===== config.mk =====
export PLATFORM = sky130hd
export DESIGN_NAME = accel_cmd_sched
export DESIGN_NICKNAME = d
export VERILOG_FILES = /design/src/rtl/accel_cmd_sched_pkg.sv /design/src/rtl/accel_cmd_sched_fifo.sv /design/src/rtl/accel_cmd_sched.sv
export SDC_FILE = /design/constraint.sdc
export NUM_CORES = 1
export LEC_CHECK = 0
export ABC_AREA = 0
export CAP_MARGIN = 20
export CELL_PAD_IN_SITES_DETAIL_PLACEMENT = 1
export CELL_PAD_IN_SITES_GLOBAL_PLACEMENT = 2
export CORE_ASPECT_RATIO = 1.75
export CORE_MARGIN = 4
export CORE_UTILIZATION = 42
export CTS_BUF_LIST = sky130_fd_sc_hd__clkbuf_16
export DETAILED_ROUTE_END_ITERATION = 6
export GPL_TIMING_DRIVEN = 1
export PLACE_DENSITY_LB_ADDON = 0.1
export SKIP_LAST_GASP = 1
export SLEW_MARGIN = 20
export SYNTH_ARGS = -nofsm -noshare
export SYNTH_HDL_FRONTEND = slang
export SYNTH_SLANG_ARGS = --single-unit

===== constraint.sdc =====
create_clock -name clk -period 3.9 [get_ports clk]
set_clock_uncertainty 0.15 [all_clocks]
set_input_delay 0.585 -clock clk [delete_from_list [all_inputs] [get_ports clk]]
set_output_delay 0.585 -clock clk [all_outputs]
set_load 0.02 [all_outputs]

===== src/rtl/accel_cmd_sched_pkg.sv =====
// Package: accel_cmd_sched_pkg
// Purpose : Shared definitions for the Accel command scheduler: the
//           instruction width, default cycle constants, the phase counter
//           width and the FSM state encoding.
// Ports   : none (package).
package accel_cmd_sched_pkg;

  localparam int ACCEL_INSTR_W        = 32;
  localparam int DEF_FIFO_DEPTH       = 4;
  localparam int DEF_RST_CYCLES       = 2;
  localparam int DEF_SETTLE_CYCLES    = 10;
  localparam int DEF_TIMEOUT_CYCLES   = 65535;
  localparam int CNT_W                = 16;

  typedef enum logic [2:0] {
    S_IDLE   = 3'd0,
    S_LOAD   = 3'd1,
    S_RUN    = 3'd2,
    S_SETTLE = 3'd3,
    S_RETIRE = 3'd4
  } state_t;

endpackage


===== src/rtl/accel_cmd_sched_fifo.sv =====
// Module : accel_cmd_sched_fifo
// Purpose: Synchronous command FIFO. The head entry is shown on dout
//          combinationally so the scheduler can load it in the pop cycle.
// Ports  : clk, rst (sync, active-high), push, pop, din[WIDTH], dout[WIDTH],
//          full, empty.
//          A push while full and a pop while empty are ignored; a
//          simultaneous push and pop leave the occupancy unchanged.
module accel_cmd_sched_fifo
  import accel_cmd_sched_pkg::*;
#(
  parameter int WIDTH = ACCEL_INSTR_W,
  parameter int DEPTH = DEF_FIFO_DEPTH
) (
  input  logic             clk,
  input  logic             rst,
  input  logic             push,
  input  logic             pop,
  input  logic [WIDTH-1:0] din,
  output logic [WIDTH-1:0] dout,
  output logic             full,
  output logic             empty
);

  localparam int AW = $clog2(DEPTH);

  logic [WIDTH-1:0] mem [DEPTH];
  logic [AW-1:0]    wr_ptr;
  logic [AW-1:0]    rd_ptr;
  logic [AW:0]      count;
  logic             do_push;
  logic             do_pop;

  assign full    = (count == (AW+1)'(DEPTH));
  assign empty   = (count == '0);
  assign do_push = push & ~full;
  assign do_pop  = pop & ~empty;
  assign dout    = mem[rd_ptr];

  // Pointers are log2(DEPTH) bits wide, so they wrap naturally.
  always_ff @(posedge clk) begin
    if (rst) begin
      wr_ptr <= '0;
      rd_ptr <= '0;
      count  <= '0;
    end else begin
      if (do_push) begin
        mem[wr_ptr] <= din;
        wr_ptr      <= wr_ptr + 1'b1;
      end
      if (do_pop) begin
        rd_ptr <= rd_ptr + 1'b1;
      end
      case ({do_push, do_pop})
        2'b10:   count <= count + 1'b1;
        2'b01:   count <= count - 1'b1;
        default: count <= count;
      endcase
    end
  end

endmodule


===== src/rtl/accel_cmd_sched.sv =====
// Module : accel_cmd_sched
// Purpose: Queues 32-bit instructions from the CPU and issues them to Accel
//          one at a time: hold Accel in reset while the instruction is
//          loaded, release it, wait for accel_done, wait a settle window,
//          then retire the command with a one-cycle irq.
// Ports  : clk, rst_ext (sync, active-high)
//          cmd_valid, cmd_data[32], cmd_ready     CPU command push
//          accel_instruction[32], accel_rst, accel_done   Accel side
//          busy, irq, retire_count[16], timeout_err     status
// Handshake: a command is pushed on any cycle with cmd_valid & cmd_ready;
//          cmd_ready is ~full from registered occupancy, so a freed slot
//          shows on cmd_ready one cycle after the pop.
// Option : define ACCEL_SCHED_TIMEOUT_EN to enable the RUN-state watchdog
//          (TIMEOUT_CYCLES); otherwise RUN waits forever and timeout_err=0.
module accel_cmd_sched
  import accel_cmd_sched_pkg::*;
#(
  parameter int FIFO_DEPTH     = DEF_FIFO_DEPTH,
  parameter int RST_CYCLES     = DEF_RST_CYCLES,
  parameter int SETTLE_CYCLES  = DEF_SETTLE_CYCLES,
  parameter int TIMEOUT_CYCLES = DEF_TIMEOUT_CYCLES
) (
  input  logic                     clk,
  input  logic                     rst_ext,
  input  logic                     cmd_valid,
  input  logic [ACCEL_INSTR_W-1:0] cmd_data,
  output logic                     cmd_ready,
  output logic [ACCEL_INSTR_W-1:0] accel_instruction,
  output logic                     accel_rst,
  input  logic                     accel_done,
  output logic                     busy,
  output logic                     irq,
  output logic [15:0]              retire_count,
  output logic                     timeout_err
);

  localparam logic [CNT_W-1:0] RST_LAST    = CNT_W'(RST_CYCLES - 1);
  localparam logic [CNT_W-1:0] SETTLE_LAST = CNT_W'(SETTLE_CYCLES - 1);

  state_t                   state;
  logic [CNT_W-1:0]         cnt;
  logic                     fifo_pop;
  logic                     fifo_full;
  logic                     fifo_empty;
  logic [ACCEL_INSTR_W-1:0] fifo_dout;
  logic                     go_retire;
  logic                     timeout_hit;

  accel_cmd_sched_fifo #(
    .WIDTH (ACCEL_INSTR_W),
    .DEPTH (FIFO_DEPTH)
  ) u_fifo (
    .clk   (clk),
    .rst   (rst_ext),
    .push  (cmd_valid),
    .pop   (fifo_pop),
    .din   (cmd_data),
    .dout  (fifo_dout),
    .full  (fifo_full),
    .empty (fifo_empty)
  );

  assign cmd_ready = ~fifo_full;
  assign busy      = (state != S_IDLE) | ~fifo_empty;
  // The head is taken from IDLE, and from RETIRE for back-to-back issue.
  assign fifo_pop  = ~fifo_empty & ((state == S_IDLE) | (state == S_RETIRE));

`ifdef ACCEL_SCHED_TIMEOUT_EN
  localparam logic [CNT_W-1:0] TIMEOUT_LAST = CNT_W'(TIMEOUT_CYCLES - 1);

  // A done seen in the same cycle as the limit still counts as completion.
  assign timeout_hit = (state == S_RUN) && !accel_done && (cnt == TIMEOUT_LAST);

  always_ff @(posedge clk) begin
    if (rst_ext) begin
      timeout_err <= 1'b0;
    end else if (timeout_hit) begin
      timeout_err <= 1'b1;
    end
  end
`else
  assign timeout_hit = 1'b0;
  assign timeout_err = 1'b0;
`endif

  always_comb begin
    go_retire = 1'b0;
    if (state == S_RUN) begin
      go_retire = (accel_done && (SETTLE_CYCLES == 0)) || timeout_hit;
    end else if (state == S_SETTLE) begin
      go_retire = (cnt == SETTLE_LAST);
    end
  end

  // accel_rst is registered alongside the state: high in IDLE/LOAD/RETIRE,
  // low in RUN/SETTLE.
  always_ff @(posedge clk) begin
    if (rst_ext) begin
      state             <= S_IDLE;
      cnt               <= '0;
      accel_instruction <= '0;
      accel_rst         <= 1'b1;
      irq               <= 1'b0;
      retire_count      <= '0;
    end else begin
      irq <= 1'b0;
      if (go_retire) begin
        state        <= S_RETIRE;
        cnt          <= '0;
        accel_rst    <= 1'b1;
        irq          <= 1'b1;
        retire_count <= retire_count + 16'd1;
      end else begin
        case (state)
          S_IDLE: begin
            if (!fifo_empty) begin
              accel_instruction <= fifo_dout;
              cnt               <= '0;
              state             <= S_LOAD;
            end
          end
          S_LOAD: begin
            if (cnt == RST_LAST) begin
              cnt       <= '0;
              accel_rst <= 1'b0;
              state     <= S_RUN;
            end else begin
              cnt <= cnt + 1'b1;
            end
          end
          S_RUN: begin
            // cnt doubles as the watchdog count while running.
            if (accel_done) begin
              cnt   <= '0;
              state <= S_SETTLE;
            end else begin
              cnt <= cnt + 1'b1;
            end
          end
          S_SETTLE: begin
            cnt <= cnt + 1'b1;
          end
          S_RETIRE: begin
            if (!fifo_empty) begin
              accel_instruction <= fifo_dout;
              cnt               <= '0;
              state             <= S_LOAD;
            end else begin
              state <= S_IDLE;
            end
          end
          default: begin
            state     <= S_IDLE;
            accel_rst <= 1'b1;
          end
        endcase
      end
    end
  end

endmodule

Word-level counts from Yosys, hierarchy flattened
Memories as Yosys holds them, arrays and structs flattened. A register that Yosys moved wholly into a read port is not among the register bits.
Index checks and enable logic that the tools add are counted.
{ "classes": {"n_mux": 19, "order_cmp": 0, "n_div": 0, "n_eq_ne": 17, "n_reduce_logical": 13, "n_bitwise": 10, "addsub": 6, "n_shift": 0, "mul": 0} }
{ "op_table": {"columns": ["cell", "n"], "rows": [
  ["$pmux 16 s4", 1],
  ["$mux 16", 3],
  ["$add 16x1->16 const B", 2],
  ["$eq 16x1->1 const B", 1],
  ["$eq 16x4->1 const B", 1],
  ["$pmux 3 s5", 1],
  ["$mux 3", 4],
  ["$ne 2x2->1 const B", 5],
  ["$ne 3x3->1 const B", 3],
  ["$mux 1", 8],
  ["$reduce_and 4->1", 2],
  ["$eq 3x2->1 const B", 2],
  ["$eq 3x3->1 const B", 2],
  ["$logic_not 3->1", 2],
  ["$pmux 3 s2", 1],
  ["$not 1->1", 5],
  ["$add 2x1->2 const B", 2],
  ["$reduce_and 2->1", 2],
  ["$reduce_bool 4->1", 1],
  ["$reduce_or 2->1", 2],
  ["$reduce_or 4->1", 1],
  ["$add 3x1->3 const B", 1],
  ["$and 1x1->1", 3],
  ["$eq 3x1->1 const B", 1],
  ["other kinds (8)", 9]
]} }
{ "word_totals": {"memories": 1, "mem_bits_rw": 128, "mem_bits_ro": 0, "elab_cells": 75, "in_bits": 36, "latch_bits": 0, "reg_bits": 44, "out_inout_bits": 53} }
{ "mem_list": {"columns": ["name", "words", "width", "rd", "rd_clocked_by_memory_dff", "wr", "line_no", "source"], "rows": [
  ["u_fifo.mem", 4, 32, 1, 1, 1, "accel_cmd_sched_fifo.sv:26", "logic [WIDTH-1:0] mem [DEPTH];"]
]} }

Longest topological paths before layout
{ "logic_depth": {"word_depth": 6, "depth_mapped": 11, "mapped_depth_nobuf": 9} }

Cells and area by module
A second synthesis with hierarchy kept.
{ "hier_totals": {"cells_unflattened": 594, "hier_area_um2": 8205.4} }
{ "by_module_without_submodules": {"columns": ["mod", "instances", "area_each_um2", "cells_per_inst", "seq_area_each_um2"], "rows": [
  ["accel_cmd_sched_fifo", 1, 5144.9, 221, 4023.9],
  ["accel_cmd_sched", 1, 3060.4, 373, 1381.3]
]} }

Worst setup path after synthesis
Ideal clock, no wire load.
{ "synth_timing": {"path_kind": "reg2reg", "from": "register state[1]", "to": "register u_fifo.count[2]", "n_path_buf": 2, "t_required_ps": 3680, "arrival_ps": 2378, "stages_incl_launch_ff": 12, "synth_period_minus_slack_ps": 2598, "setup_time_ps": 70, "path_slack_ps": 1302, "cell_sequence": "dfxtp_1 > buf_2 > nor2_1 > nand2_1 > clkinv_1 > clkbuf_1 > ha_1 > inv_1 > fa_1 > xor2_1 > or3_1 > a21oi_1"} }
{ "synth_between": {"elab_chain_len": 6, "word_cells_on_any_way": 9, "cone_classes": "eq/ne: 3; mux: 1; bitwise: 3; reduce/logical: 2"} }
{ "synth_rtl": {"columns": ["element", "line_no", "source"], "rows": [
  ["start, declared", "accel_cmd_sched.sv:40", "state_t state;"],
  ["start signal, assigned", "accel_cmd_sched.sv:99", "state <= S_IDLE;"],
  ["start signal, assigned", "accel_cmd_sched.sv:108", "state <= S_RETIRE;"],
  ["start signal, assigned", "accel_cmd_sched.sv:119", "state <= S_LOAD;"],
  ["$eq 3x3->1 / $logic_not 3->1 (equally long branches)", "accel_cmd_sched.sv:66", "assign fifo_pop = ~fifo_empty & ((state == S_IDLE) | (state == S_RETIRE));"],
  ["$or 1x1->1 *", "accel_cmd_sched.sv:66", null],
  ["$and 1x1->1 *", "accel_cmd_sched.sv:66", null],
  ["$and 1x1->1 *", "accel_cmd_sched_fifo.sv:36", "assign do_pop = pop & ~empty;"],
  ["$eq 2x1->1 / $eq 2x2->1 (equally long branches)", "accel_cmd_sched_fifo.sv:53", "case ({do_push, do_pop})"],
  ["$pmux 3 s2 / $reduce_bool 2->1 (equally long branches)", null, null],
  ["end signal, assigned", "accel_cmd_sched_fifo.sv:54", "2'b10: count <= count + 1'b1;"],
  ["end signal, assigned", "accel_cmd_sched_fifo.sv:55", "2'b01: count <= count - 1'b1;"],
  ["end signal, assigned", "accel_cmd_sched_fifo.sv:56", "default: count <= count;"],
  ["end, declared", "accel_cmd_sched_fifo.sv:29", "logic [AW:0] count;"]
]} }
Mark *: on every way between the ends. The rest lies on a longest branch, timed or not.
A chain may end at the register's enable or synchronous reset.

Worst setup path after layout
{ "layout_timing": {"from": "register state[1]", "to": "output port busy"} }
{ "layout_between": {"elab_chain_len": 2} }
{ "layout_rtl": {"columns": ["element", "line_no", "source"], "rows": [
  ["$reduce_bool 3->1", "accel_cmd_sched.sv:64", "assign busy = (state != S_IDLE) | ~fifo_empty;"],
  ["$or 1x1->1", "accel_cmd_sched.sv:64", null],
  ["end, declared", "accel_cmd_sched.sv:31", "output logic busy,"]
]} }
No other way between the ends.

==> results.tsv <==
metric	value	unit
setup_ws	1.18	ns
ff_latch_area	0.00537	sq mm
crit_arrival	1.98	ns
peakVddDrop	0.000460	V
fin_crit	2.72	ns
syn_inst	597	
setup_tns	0	ns
dieHeight	192	microns
cp_max_fo	13	
fmax	0.368	GHz
pre_cts_slack	1.02	ns
dr.pass1.iters	4	
clk_path_buf_depth	3	
worstSetupEndpoint	busy	
grt_setup_unrepaired	false	
ys_ff_latch	204	
critical_path_depth	3	
ys_warn_count	0	
hold_viol_final	0	
start_util	42.6	%
timing.rr.start	u_fifo.count[0]	
drive_gt1_share	11.9	%
wl_per_cell	19.9	microns
die_x	113	microns
grt.total_usage	17.7	%
ios	89	
diodes	0	
slowest_stage	dfxtp_1	
path_cells	nor2_1 -> nand3_1 -> clkdlybuf4s50_1	
power_density	665	mW/mm^2
cp_num_buf_inv	1	
postCtsSetupBuffers	0	
postRouteAntennaNets	0	
cp_data_required_time	3.16	ns
path_clk_slew	0.06	ns
hold_slack	0.307	ns
synth_cell_types	53	
cts_buffers	21	
period_share	69.7	%
setup_violations	0	
fin_nets	726	
cp-end-kind	output pin	
synth-main-ff-cell	edfxtp_1	
nFillCells	1926	
vias	5025	
drc	0	
syn_area_per_cell	13.6	sq um
placed_cell_area	0.00917	sq mm
clock-sinks	204	
htreeDepth	1	
port_buffers	87	
grt_pass1_wl	30200	microns
multiInputGateArea	0.00254	sq mm
gp_congestion	0.768	
design.die.area	0.0217	sq mm
startpoint	state[1]	
clk_latency	0.49	ns
area_growth	21.8	%
path_class	reg -> out	
cap_violations	0	
syn-num-nets	642	
stdcell_area	0.00986	sq mm
r2r.worst_path.cells	10	
tightestPinTransition	0.920	ns
synth-edff-count	128	
drt_iter0_markers	228	
antenna_found_initial	0	
leakagePower	0.00320	uW
relSlewSlack	38.7	%
wirelength	18600	microns
root_buffer	clkbuf_16	
grt_overflow	0	
min-delay-start	accel_instruction[6]	
syn_area	0.00810	sq mm
status	completed	
rows	67	
fp.coreArea	0.0190	sq mm
async_flop_share	0	%
regToRegSetupSlack	1.23	ns
seq_area_frac_synth	66.2	%
hold_class	reg -> reg	
via_per_inst	5.37	
maxSlewViolCount	0	
path_delay_family	flip-flops	
grt_pass1_vias	5620	
hpwl	11900	microns
slowest_delay	0.61	ns
ctsHoldBuffers	0	
cts_resized	0	
cts_tree	yes	
grt_max_degree	67	
r2r-end	u_fifo.count[2]	
critPathLaunchType	flop	
[registers in the layout, indices dropped and copies added, names as in the netlist]
register           cells
u_fifo.wr_ptr          2
accel_instruction     32
accel_rst              1
u_fifo.rd_ptr          2
irq                    1
retire_count          16
u_fifo.count           3
cnt                   16
u_fifo.mem           128
state                  3
[cell usage in the layout (no fill, tap or decap), types with 10 or more instances in the layout]
master           Yosys  routed
inv_1               13      19
xnor2_1             16      16
or3_1               10      10
nand3_1             24      24
nor3_1              18      18
clkbuf_16            0      21
edfxtp_1           128     128
nor2_1              30      30
clkdlybuf4s50_1      0      86
a21oi_1             39      39
dfxtp_1             76      74
nand2_1             88      88
mux4_2              32      32
o21ai_0             10      10
[synthesized netlist by cell type (2+ instances only)]
cell type	count	share of area, %
and4_1	6	0.65
and3_1	2	0.15
and2_1	5	0.39
mux4_2	32	8.9
dfxtp_1	76	19
nor4_4	3	0.79
buf_4	3	0.28
xnor2_1	16	1.7
nand3_1	24	1.5
inv_1	13	0.60
xor2_1	3	0.32
mux2i_1	2	0.25
nor2b_1	7	0.54
edfxtp_1	128	47
clkbuf_1	17	0.79
ha_1	8	1.2
mux2_2	2	0.28
or3_1	10	0.77
nor2_1	30	1.4
or2_1	2	0.15
buf_2	8	0.49
o21ai_0	10	0.62
nor4_1	2	0.15
nor3_1	18	1.1
a31oi_1	9	0.70
nand2b_1	2	0.15
nor3b_1	2	0.19
nand2_1	88	4.1
a21oi_1	39	2.4
buf_1	2	0.093
nand4_1	6	0.46
[tightest hold or removal path, delay by kind of cell, from the launching register on]
kind            cells  cell delay [ns]
flops               1             0.31
simple gates        1             0.05
compound gates      1             0.05
[how the worst min path moves through the flow]
stage                       endpoint  slack, ns  depth (start not counted)
4_1_cts         accel_instruction[6]       0.31                          2
3_5_place_dp   accel_instruction[12]       0.30                          2
3_3_place_gp    accel_instruction[7]       0.29                          2
2_1_floorplan       u_fifo.wr_ptr[1]       0.32                          2
6_report        accel_instruction[6]       0.31                          2
5_1_grt        accel_instruction[19]       0.33                          2
[report_power, final]
group,leakage (uW),switching [uW],internal [uW]
Clock,0.000352,826,1190
Combinational,0.00106,1030,741
Sequential,0.00178,209,2560
[cells by family (layout without fill, tap and decap cells)]
group,after synthesis,in the layout,synth area share (%)
XOR/XNOR,19,19,2.05
flip-flops,204,204,66.2
AO/OA/AOI/OAI,66,66,4.65
other,1,1,0.0463
AND/OR/NAND/NOR,216,216,13.5
multiplexers,37,37,9.56
buffers and inverters,45,143,2.44
adder cells (fa/ha/maj),9,9,1.48
[through the flow]
step / power [uW] / instances / util, %
after detailed placement: 4620 / 899 / 48.2
after CTS: 6680 / 936 / 51.8
after floorplan: 3880 / 597 / -
after global placement: 4580 / 899 / 48.2
final: 6560 / 936 / 51.8
after global routing: 6940 / 936 / 51.8
[area by class of cell]
| type | instances | share of cell area (%) |
|---|---|---|
| Tap cell | 241 | 3.06 |
| Inverter | 14 | 0.533 |
| Timing Repair Buffer | 92 | 9.16 |
| Clock inverter | 16 | 1.71 |
| Sequential cell | 204 | 54.4 |
| Multi-Input combinational cell | 348 | 25.8 |
| Clock buffer | 21 | 5.33 |
[layer usage]
layer	GRT usage (%)	wire length (microns)	vias up
met3	2.55	613	34
li1	-	-	2362
met2	33.5	10400	86
met4	5.23	397	0
met5	0	0	-
met1	20.4	7200	2543
Note: power is estimated with default switching activity, not from simulation.
